===== src/rtl/enc_pkg.sv =====
// ============================================================================
// Module  : enc_pkg
// Brief   : Shared mode encodings and index helpers for prio_enc_rr.
// Revision: 1.0 - initial release
// ============================================================================
`default_nettype none

package enc_pkg;

    localparam logic MODE_FIXED = 1'b0;
    localparam logic MODE_RR    = 1'b1;
    localparam int   MAX_N      = 256;

    // Bits at or above n are forced low so callers can truncate to n bits.
    function automatic logic [MAX_N-1:0] onehot(input int idx, input int n);
        logic [MAX_N-1:0] v;
        v = '0;
        for (int i = 0; i < MAX_N; i++) begin
            v[i] = (i == idx) && (i < n);
        end
        return v;
    endfunction

endpackage

`default_nettype wire


===== src/rtl/prio_pick.sv =====
// ============================================================================
// Module  : prio_pick
// Brief   : Combinational descending-priority picker, optional wrap from start.
// Revision: 1.0 - initial release
// ============================================================================
`default_nettype none

module prio_pick
    import enc_pkg::*;
#(
    parameter  int N     = 8,
    localparam int IDX_W = $clog2(N)
) (
    input  logic [N-1:0]     vec,
    input  logic [IDX_W-1:0] start,
    input  logic             rr,
    output logic             any,
    output logic [IDX_W-1:0] idx
);

    int p;

    // Candidate order is start, start-1, ... wrapping modulo N (not 2^IDX_W).
    always_comb begin
        any = 1'b0;
        idx = '0;
        p   = 0;
        for (int k = 0; k < N; k++) begin
            p = (rr == MODE_RR) ? (int'(start) - k) : (N - 1 - k);
            if (p < 0) begin
                p = p + N;
            end
            if (!any && vec[p[IDX_W-1:0]]) begin
                any = 1'b1;
                idx = p[IDX_W-1:0];
            end
        end
    end

endmodule

`default_nettype wire


===== src/rtl/prio_enc_rr.sv =====
// ============================================================================
// Module  : prio_enc_rr
// Brief   : Registered N-to-log2(N) priority encoder, request latching,
//           valid/ready output, fixed or round-robin selection.
// Revision: 1.0 - initial release
// ============================================================================
`default_nettype none

module prio_enc_rr
    import enc_pkg::*;
#(
    parameter  int N     = 8,
    localparam int IDX_W = $clog2(N)
) (
    input  logic             clk,
    input  logic             rst_n,
    input  logic [N-1:0]     req,
    input  logic             mode,
    input  logic             out_ready,
    output logic             out_valid,
    output logic [IDX_W-1:0] out_idx,
    output logic [N-1:0]     pending,
    output logic             busy
);

    logic [N-1:0]     pend_q, pend_d;
    logic             valid_q, valid_d;
    logic [IDX_W-1:0] idx_q, idx_d;
    logic [IDX_W-1:0] last_q, last_d;

    logic             hs;
    logic             load;
    logic [N-1:0]     clr;
    logic [N-1:0]     avail;
    logic [IDX_W-1:0] start;
    logic             pick_any;
    logic [IDX_W-1:0] pick_idx;

    assign hs    = valid_q & out_ready;
    assign load  = ~valid_q | out_ready;
    assign clr   = hs ? N'(onehot(int'(idx_q), N)) : '0;
    // The index being accepted this cycle must not be re-selected.
    assign avail = pend_q & ~clr;
    assign start = (last_q == '0) ? IDX_W'(N - 1) : (last_q - IDX_W'(1));

    prio_pick #(
        .N (N)
    ) u_pick (
        .vec   (avail),
        .start (start),
        .rr    (mode == MODE_RR),
        .any   (pick_any),
        .idx   (pick_idx)
    );

    always_comb begin
        pend_d  = (pend_q & ~clr) | req;
        valid_d = valid_q;
        idx_d   = idx_q;
        last_d  = hs ? idx_q : last_q;
        if (load) begin
            valid_d = pick_any;
            if (pick_any) begin
                idx_d = pick_idx;
            end
        end
    end

    always_ff @(posedge clk or negedge rst_n) begin
        if (!rst_n) begin
            pend_q  <= '0;
            valid_q <= 1'b0;
            idx_q   <= '0;
            last_q  <= '0;
        end else begin
            pend_q  <= pend_d;
            valid_q <= valid_d;
            idx_q   <= idx_d;
            last_q  <= last_d;
        end
    end

    assign out_valid = valid_q;
    assign out_idx   = idx_q;
    assign pending   = pend_q;
    assign busy      = (|pend_q) | valid_q;

endmodule

`default_nettype wire


===== config.mk =====
export PLATFORM = sky130hd
export DESIGN_NAME = prio_enc_rr
export DESIGN_NICKNAME = d
export VERILOG_FILES = /design/src/rtl/enc_pkg.sv /design/src/rtl/prio_pick.sv /design/src/rtl/prio_enc_rr.sv
export SDC_FILE = /design/constraint.sdc
export NUM_CORES = 1
export LEC_CHECK = 0
export CAP_MARGIN = 20
export CORE_MARGIN = 8
export CORE_UTILIZATION = 45
export CTS_CLUSTER_SIZE = 24
export DETAILED_ROUTE_END_ITERATION = 7
export HOLD_SLACK_MARGIN = 0.05
export PLACE_DENSITY = 0.68
export SETUP_SLACK_MARGIN = 0.2
export SYNTH_ARGS = -nofsm -noshare
export SYNTH_HDL_FRONTEND = slang
export SYNTH_SLANG_ARGS = --single-unit

===== constraint.sdc =====
create_clock -name clk -period 3.8 [get_ports clk]
set_clock_uncertainty 0.1 [all_clocks]
set_input_delay 0.76 -clock clk [delete_from_list [all_inputs] [get_ports clk]]
set_output_delay 0.76 -clock clk [all_outputs]
set_load 0.05 [all_outputs]

Yosys cells after proc, flatten, opt, wreduce, memory -nomap -nowiden
Index checks and enable logic that the tools add are counted.
{ "totals": {"regBits": 15, "input_bits": 12, "out_inout_bits": 13} }
{ "op_classes": {"add_sub_neg": 16, "magnitude_cmp": 16, "eq_ne": 7, "muxes": 50, "n_bitwise": 7, "reduce_logical": 18} }
{ "ops": {"columns": ["operator", "count"], "rows": [
  ["32-bit by 1-bit less-than comparator with 1-bit output, second input constant", 8],
  ["32-bit two-way mux", 7],
  ["3-bit two-way mux", 18],
  ["3-bit by 4-bit less-than comparator with 1-bit output, second input constant", 8],
  ["3-bit by 1-bit adder with 3-bit output, second input constant", 8],
  ["1-bit binary-select mux with 3-bit select", 8],
  ["1-bit two-way mux", 16],
  ["3-bit by 3-bit subtractor with 4-bit output, second input constant", 4],
  ["3-bit == test, first input constant", 4],
  ["8-bit bitwise AND", 1],
  ["8-bit two-way mux", 1],
  ["8-bit inverter", 1],
  ["8-bit bitwise OR", 1],
  ["8-bit OR reduction", 1],
  ["3-bit by 2-bit subtractor with 4-bit output, second input constant", 2],
  ["1-bit logical AND", 7],
  ["1-bit zero test", 7],
  ["2-bit by 3-bit == test with 1-bit output, first input constant", 2],
  ["3-bit zero test", 2],
  ["3-bit by 1-bit subtractor with 4-bit output, second input constant", 1],
  ["1-bit by 3-bit == test with 1-bit output, first input constant", 1],
  ["3-bit by 1-bit subtractor with 3-bit output, second input constant", 1],
  ["1-bit bitwise OR", 2],
  ["2-bit AND reduction", 1],
  ["2 further kinds", 2]
]} }

Logic depth before layout (Yosys ltp)
Gate-level depths: netlist of run 1.
{ "logic_depth": {"ltp_word": 30, "depth_mapped": 13, "depth_no_buf": 11} }

Modules after synthesis
Synthesis of run 1 repeated with hierarchy kept, for this count alone.
{ "hier_totals": {"cells_unflattened": 205, "area_unflattened_um2": 1686.6} }
{ "by_module_without_submodules": {"columns": ["module", "n_inst", "cells_each", "area_each_um2"], "rows": [
  ["prio_pick", 1, 146, 1006.0],
  ["prio_enc_rr", 1, 59, 680.7]
]} }

Least setup slack after synthesis of run 1
No wires, ideal clock.
{ "synth_path": {"path_kind": "reg2reg", "start": "register last_q[0]", "end": "register idx_q[1] (netlist: out_idx[1])", "setup_ps": 128, "t_arrival_ps": 2995, "required_ps": 3572, "slack_ps": 577, "stages_incl_launch_ff": 14, "n_path_buf": 2, "path_cell_list": "dfrtp_1 -> buf_2 -> inv_1 -> ha_1 -> nand2_1 -> a21o_1 -> nand2_1 -> buf_2 -> mux4_2 -> mux2i_1 -> mux2i_1 -> or4_1 -> a31oi_1 -> o22ai_1"} }
{ "synth_via": {"elab_chain_len": 30, "word_cells_on_any_way": 89, "classes_between": "add/sub: 16; order compare: 8; mux: 49; reduce/logical: 16"} }
{ "synth_rtl": {"columns": ["item", "line", "text"], "rows": [
  ["start, declared", "prio_enc_rr.sv:29", "logic [IDX_W-1:0] last_q, last_d;"],
  ["start signal, assigned", "prio_enc_rr.sv:79", "last_q <= last_d;"],
  ["3-bit by 1-bit subtractor with 3-bit output or 3-bit zero test (tied branches)", "prio_enc_rr.sv:44", "assign start = (last_q == '0) ? IDX_W'(N - 1) : (last_q - IDX_W'(1));"],
  ["3-bit two-way mux (*)", "prio_enc_rr.sv:44", null],
  ["branches (longest 28 deep; another with 32-bit by 1-bit less-than comparator with 1-bit output)", null, null],
  ["end signal, assigned", "prio_enc_rr.sv:78", "idx_q <= idx_d;"],
  ["end, declared", "prio_enc_rr.sv:28", "logic [IDX_W-1:0] idx_q, idx_d;"]
]} }
Mark *: on every way between the ends. The select of a mux whose other input is x is not followed.
A chain may end at the register's enable or synchronous reset.

Final worst setup path of run 1
{ "layout_path": {"start": "input mode", "end": "register idx_q[1] (netlist: out_idx[1])"} }
{ "layout_via": {"elab_chain_len": 28, "word_cells_on_any_way": 79, "classes_between": "add/sub: 8; order compare: 8; mux: 48; reduce/logical: 15"} }
{ "layout_rtl": {"columns": ["item", "line", "text"], "rows": [
  ["start, declared", "prio_enc_rr.sv:18", "input logic mode,"],
  ["3-bit two-way mux", "prio_pick.sv:29", "p = (rr == MODE_RR) ? (int'(start) - k) : (N - 1 - k);"],
  ["32-bit by 1-bit less-than comparator with 1-bit output or 3-bit by 1-bit adder with 3-bit output (tied branches)", "prio_pick.sv:30, prio_pick.sv:31", null],
  ["3-bit two-way mux", "prio_pick.sv:30", "if (p < 0) begin"],
  ["1-bit binary-select mux with 3-bit select", "prio_pick.sv:33", "if (!any && vec[p[IDX_W-1:0]]) begin"],
  ["1-bit two-way mux (not written as such)", "prio_pick.sv:33", null],
  ["1-bit two-way mux", "prio_pick.sv:33", null],
  ["1-bit zero test", "prio_pick.sv:33", null],
  ["1-bit logical AND", "prio_pick.sv:33", null],
  ["[12 not listed]", null, null],
  ["1-bit two-way mux", "prio_pick.sv:33", null],
  ["1-bit zero test", "prio_pick.sv:33", null],
  ["1-bit logical AND", "prio_pick.sv:33", null],
  ["1-bit two-way mux", "prio_pick.sv:33", null],
  ["1-bit zero test", "prio_pick.sv:33", null],
  ["1-bit logical AND", "prio_pick.sv:33", null],
  ["1-bit two-way mux", "prio_pick.sv:33", null],
  ["2-bit AND reduction (no line)", null, null]
]} }
Parallel ways exist; a longest one is shown, timed or not. The select of a mux whose other input is x is not followed.

==> results of run 1 <==
==> cell usage in the layout, fill, tap and decap left out, types with 3 or more instances in the layout <==
cell type,netlist,layout
clkdlybuf4s50_1,0,23
o31ai_4,2,3
or4_1,4,3
o21ai_2,3,5
o21ai_0,7,7
or2b_1,5,5
inv_1,4,4
a21o_1,8,8
clkbuf_8,0,3
a21oi_1,9,9
o21ai_1,5,3
dfrtp_1,15,14
mux2i_1,11,11
buf_4,0,21
nand4_1,3,3
nor2_1,9,9
nand2b_1,7,7
mux2_2,6,6
ha_1,3,3
nand2_1,22,22
mux4_2,6,6
o31ai_1,4,4
==> power groups by stage <==
stage | combinational, mW | sequential (mW) | clock [mW]
2_1_floorplan | 0.769 | 0.330 | 0
3_3_place_gp | 1.17 | 0.262 | 0
3_5_place_dp | 1.19 | 0.263 | 0
4_1_cts | 1.19 | 0.260 | 0.131
5_1_grt | 1.33 | 0.274 | 0.136
6_report | 1.23 | 0.268 | 0.127
==> worst register-to-register path, delay by kind of cell, from the launching register on <==
kind	cells	cell delay, ps
simple gates	3	1020
fa+ha+maj	1	230
flops	1	460
buf+inv	1	90
compound gates	6	1320
==> routing by layer <==
| metal | wire length (um) | part of all wire (%) | GRT usage (%) |
|---|---|---|---|
| met1 | 2190 | 44 | 21.0 |
| met2 | 2440 | 49 | 27.5 |
| met3 | 292 | 5.9 | 2.48 |
| met4 | 53 | 1.1 | 4.23 |
| met5 | 0 | 0 | 0 |
==> layout make-up <==
cell class                      count  area share (%)
Sequential cell                    15            17.4
Inverter                            4           0.694
Multi-Input combinational cell    158            58.4
Clock buffer                        3            1.91
Clock inverter                      1           0.231
Timing Repair Buffer               45            18.5
Tap cell                           48            2.78
==> registers in the layout (all words and copies together), names as in the netlist <==
register   cells
out_idx        3
out_valid      1
pending        8
last_q         3
==> through the flow <==
stage               power [mW]  area, sq um  setup WS (ps)
floorplan                 1.10         1650            577
global placement          1.43         2070           11.5
detailed placement        1.45         2070          -32.5
CTS                       1.58         2110            203
global route              1.74         2160            254
finish                    1.63         2160            405
==> worst max-delay path by stage <==
stage | startpoint | endpoint | slack [ps] | cells past startpoint
floorplan | last_q[0] | out_idx[1] | 580 | 13
global placement | out_ready | out_idx[1] | 10 | 10
detailed placement | out_ready | out_idx[1] | -30 | 11
CTS | out_ready | out_idx[1] | 200 | 10
global route | mode | out_idx[0] | 250 | 10
finish | mode | out_idx[1] | 400 | 12
==> kinds of logic (layout without fill, tap and decap cells) <==
group / after synthesis / after routing / synth area share, %
simple gates: 68 / 68 / 23.4
flops: 15 / 15 / 22.7
mux: 23 / 23 / 18.9
buf+inv: 11 / 53 / 2.95
compound gates: 64 / 64 / 29.7
fa+ha+maj: 3 / 3 / 2.27
==> what timing repair did <==
action,4_1_cts,5_1_grt
setup endpoints to repair,0,4
setup buffers,0,1
gates resized for setup,0,8
==> flow_metrics.py, run 1 <==
metrics = {
    "run_status": {
        "status": "complete, no violations",
    },
    "clocking": {
        "numCtsBuffers": 3,
        "clk_latency_ps": 250,
        "cts_tree": "built",
        "clock_path_buffers": 2,
        "hold_buffers": 0,
        "path_clk_slew_ps": 60,
        "cts_max_level": 1,
        "clock-sinks": 15,
        "clockRootBuffer": "clkbuf_8",
    },
    "floorplan": {
        "dieHeight_um": 76.6,
        "core_sq_um": 3610,
        "die_area_sq_um": 5860,
        "io_pins": 25,
        "initial_core_util_pct": 45.8,
        "fp-row-count": 22,
        "dieWidth_um": 76.6,
    },
    "worst_hold_path": {
        "min_from": "last_q[1]",
        "whs_path_depth": 2,
        "hold_path.class": "flip-flop to flip-flop",
        "holdPathEnd": "last_q[1]",
    },
    "logic_synthesis": {
        "synth_common_cells": "nand2_1, dfrtp_1, mux2i_1",
        "async_flop_share_pct": 100,
        "syn_nets": 199,
        "yosysSeqAreaShare_pct": 22.7,
        "yosys.area.top_type": "dfrtp_1",
        "syn_avg_cell_area_sq_um": 8.98,
        "netlist_area_sq_um": 1650,
        "syn_inst": 184,
        "yosysMostFrequentCell": "nand2_1",
        "synthTopCellsByArea": "dfrtp_1, mux4_2, mux2i_1, nand2_1, mux2_2",
        "synth-seq-cells": 15,
        "synth_edf_count": 0,
        "synth_top_cell_area_share_pct": 22.7,
        "ys_types": 54,
        "synth_warnings": 0,
        "synth_ff_type": "dfrtp_1",
    },
    "pwr": {
        "power.share.clock_pct": 7.8,
        "swShare_pct": 50.8,
        "p_per_area_nw_per_um2": 753,
        "pwr-share-seq_pct": 16.5,
        "vdd.ir_drop.worst_mv": 0.463,
        "p_sw_mw": 0.827,
        "combinationalPowerShare_pct": 75.8,
        "p_leak_nw": 0.924,
        "internal_power_mw": 0.800,
    },
    "routing": {
        "wire_per_inst_um": 18.2,
        "wl_um": 4980,
        "vias_per_cell": 6.22,
        "drt_iter0_drc": 145,
        "drc_errors": 0,
        "via_count": 1704,
        "first_pass_iters": 4,
        "postRouteAntennaNets": 0,
    },
    "critical_path": {
        "cp.arrival_ps": 3420,
        "crit_path_start_kind": "input pin",
        "critPathSlowestCell": "or4_4",
        "crit_top_cell": "buf_4",
        "worst-path-buf-inv": 4,
        "crit_path_end_kind": "flip-flop",
        "slowest_delay_ps": 600,
        "r2r-end": "out_idx[1]",
        "critical_path.cell_chain": "clkdlybuf4s50_1 -> buf_4 -> nand4b_1 -> nand2_1 -> buf_4 -> o2111a_1 -> or4_4 -> nand3_2 -> buf_4 -> o31ai_4 -> a31oi_1 -> o22ai_1",
        "cp_data_required_time_ps": 3820,
        "reg2reg_depth": 11,
        "crit_family": "simple AND/OR/NAND/NOR gates",
        "regToRegSetupSlack_ps": 460,
        "r2r_start": "last_q[0]",
        "worstPathMaxFanout": 12,
        "timing_worst_setup_path_type": "input pin to flip-flop",
    },
    "finish": {
        "regArea_sq_um": 377,
        "final_nets": 242,
        "antenna_cells": 0,
        "multi_input_area_sq_um": 1260,
        "syn2layout_area_growth_pct": 30.9,
        "drive_gt1_share_pct": 23.9,
        "fill_cells": 332,
        "final_cells": 274,
        "post-route-util_pct": 60.0,
    },
    "grt": {
        "overflow": 0,
        "grtUsageTotal_pct": 16.3,
        "grt_max_degree": 16,
        "grt_pass1_vias": 1688,
        "antenna_found_initial": 0,
        "grt_pass1_wl_um": 8110,
    },
    "sta": {
        "worst_slew_pin_slew_ps": 665,
        "max_slew_margin_pct": 55.6,
        "setup_tns_ps": 0,
        "period_needed_ps": 3400,
        "timing.final.crit_share_pct": 89.3,
        "setup_violations": 0,
        "timing.fmax_mhz": 295,
        "slew_viol_final": 0,
        "hold_viol": 0,
        "rsz0062_at_grt": "false",
        "hold_slack_ps": 399,
    },
    "placement": {
        "port_buffers": 24,
        "dp_hpwl_um": 4050,
        "gp_congestion": 0.927,
        "dp.cells": 269,
    },
    "flow_run": {
        "max_cap_violations": 0,
    },
}
(Power assumes the default switching activity.)
==> run 2, diff against run 1 <==
--- a/config.mk
+++ b/config.mk
@@ -8,10 +8,11 @@
 export CAP_MARGIN = 20
 export CORE_MARGIN = 8
 export CORE_UTILIZATION = 45
+export CTS_CLUSTER_DIAMETER = 100
 export CTS_CLUSTER_SIZE = 24
 export DETAILED_ROUTE_END_ITERATION = 7
 export HOLD_SLACK_MARGIN = 0.05
-export PLACE_DENSITY = 0.68
+export PLACE_DENSITY = 0.66
 export SETUP_SLACK_MARGIN = 0.2
 export SYNTH_ARGS = -nofsm -noshare
 export SYNTH_HDL_FRONTEND = slang
==> flow_metrics.py, run 2 (synthesis gave the netlist of run 1 again) <==
metrics = {
    "sta": {
        "max_slew_margin_pct": 56.4,
        "setup_violations": 0,
        "hold_viol": 0,
        "timing.fmax_mhz": 287,
        "slew_viol_final": 0,
        "timing.final.crit_share_pct": 91.8,
        "rsz0062_at_grt": "false",
        "worst_slew_pin_slew_ps": 653,
        "period_needed_ps": 3490,
    },
    "clocking": {
        "cts_max_level": 1,
        "path_clk_slew_ps": 60,
        "numCtsBuffers": 3,
        "clk_latency_ps": 250,
        "clockRootBuffer": "clkbuf_8",
        "cts_tree": "built",
        "clock_path_buffers": 2,
        "clock-sinks": 15,
    },
    "routing": {
        "wl_met3_um": 310,
        "top_layer": "met4",
        "vias_per_cell": 6.26,
        "wl_met1_um": 2100,
        "postRouteAntennaNets": 0,
        "met2_length_um": 2500,
        "wl_um": 5040,
        "wire_per_inst_um": 18.6,
        "via_count": 1697,
        "drc_errors": 0,
        "first_pass_iters": 4,
        "drt_iter0_drc": 144,
    },
    "flow_run": {
        "max_cap_violations": 0,
    },
    "pwr": {
        "p_per_area_nw_per_um2": 765,
        "fin_total_pwr_mw": 1.66,
        "vdd.ir_drop.worst_mv": 0.298,
        "p_leak_nw": 0.914,
    },
    "grt": {
        "grtUsageTotal_pct": 17.3,
        "grt_pass1_wl_um": 8470,
        "overflow": 0,
        "antenna_found_initial": 0,
        "grt_max_degree": 16,
        "grt_pass1_vias": 1706,
    },
    "critical_path": {
        "timing_worst_setup_path_type": "input pin to flip-flop",
        "crit_path_end_kind": "flip-flop",
        "reg2reg_depth": 11,
        "worstPathMaxFanout": 15,
        "critPathLaunch": "mode",
        "r2r_start": "last_q[0]",
        "crit_path_start_kind": "input pin",
        "cp.arrival_ps": 3520,
        "cp_data_required_time_ps": 3830,
    },
    "placement": {
        "dp.cells": 267,
        "gp_congestion": 0.916,
        "dp_hpwl_um": 4080,
        "place_area_sq_um": 2070,
        "port_buffers": 24,
    },
    "worst_hold_path": {
        "min_from": "last_q[1]",
        "whs_path_depth": 2,
        "hold_path.class": "flip-flop to flip-flop",
    },
    "floorplan": {
        "initial_core_util_pct": 45.8,
        "io_pins": 25,
        "die_area_sq_um": 5860,
        "dieHeight_um": 76.6,
        "core_sq_um": 3610,
        "dieWidth_um": 76.6,
        "fp-row-count": 22,
    },
    "finish": {
        "antenna_cells": 0,
        "fill_cells": 314,
        "largest_register_ffs": 8,
        "final_common_cell": "clkdlybuf4s50_1",
        "syn2layout_area_growth_pct": 31.3,
        "final_nets": 239,
        "post-route-cell-area_sq_um": 2170,
        "final_cells": 271,
        "drive_gt1_share_pct": 24.2,
        "final_cell_mix": "clkdlybuf4s50_1, nand2_1, buf_4",
    },
    "run_status": {
        "status": "complete, no violations",
    },
}
-- run 2: metrics by stage --
step | TNS [ps] | hold WS, ps | utilization (%) | worst slack [ps]
2_1_floorplan | 0 | 350 | - | 577
3_3_place_gp | -15.0 | 371 | 57.3 | -15.0
3_5_place_dp | -226 | 377 | 57.3 | -73.7
4_1_cts | 0 | 391 | 58.9 | 191
5_1_grt | 0 | 425 | 60.1 | 185
6_report | 0 | 380 | 60.1 | 313
-- run 2: repair_timing --
action / 4_1_cts / 5_1_grt
cloned: 0 / 0
gates resized for setup: 2 / 11
setup buffers: 0 / 0
endpoints found under the setup margin: 2 / 4
hold buffers: 0 / 0
-- run 2: worst max-delay path: stages --
cell and delay (ps):
clkdlybuf4s50_1 620, nand2_2 130, buf_12 180, mux2i_1 160, mux4_2 500, a41o_1 280
or3b_4 420, a31o_1 200, a31oi_1 170, o22ai_1 90
-- run 2: metal layers --
| layer | vias up | track usage, % |
|---|---|---|
| met5 | - | 0 |
| met4 | 0 | 6.35 |
| met3 | 15 | 3.42 |
| met2 | 58 | 28.8 |
| met1 | 826 | 21.5 |
| li1 | 798 | - |
-- run 2: worst paths after layout --
check	endpoint	slack [ps]
min in group asynchronous	pending[7]	810
max in group asynchronous	last_q[0]	2340
hold reg to reg	last_q[1]	380
setup / recovery	out_idx[1]	310
hold / removal	last_q[1]	380
setup reg to reg	out_idx[1]	430
-- run 2: final cells by class --
cell class | instances | area [sq um] | area share, %
Multi-Input combinational cell | 158 | 1280 | 59.0
Timing Repair Buffer | 42 | 390 | 18.0
Sequential cell | 15 | 377 | 17.4
Tap cell | 48 | 60.1 | 2.77
Clock buffer | 3 | 41.3 | 1.90
Inverter | 4 | 15.0 | 0.692
Clock inverter | 1 | 5.00 | 0.231
-- run 2: power breakdown --
| part | internal, mW | total [mW] | switching (mW) |
|---|---|---|---|
| registers | 0.198 | 0.268 | 0.0697 |
| clock network | 0.0727 | 0.130 | 0.0571 |
| logic | 0.536 | 1.26 | 0.726 |
| total | 0.807 | 1.66 | 0.852 |
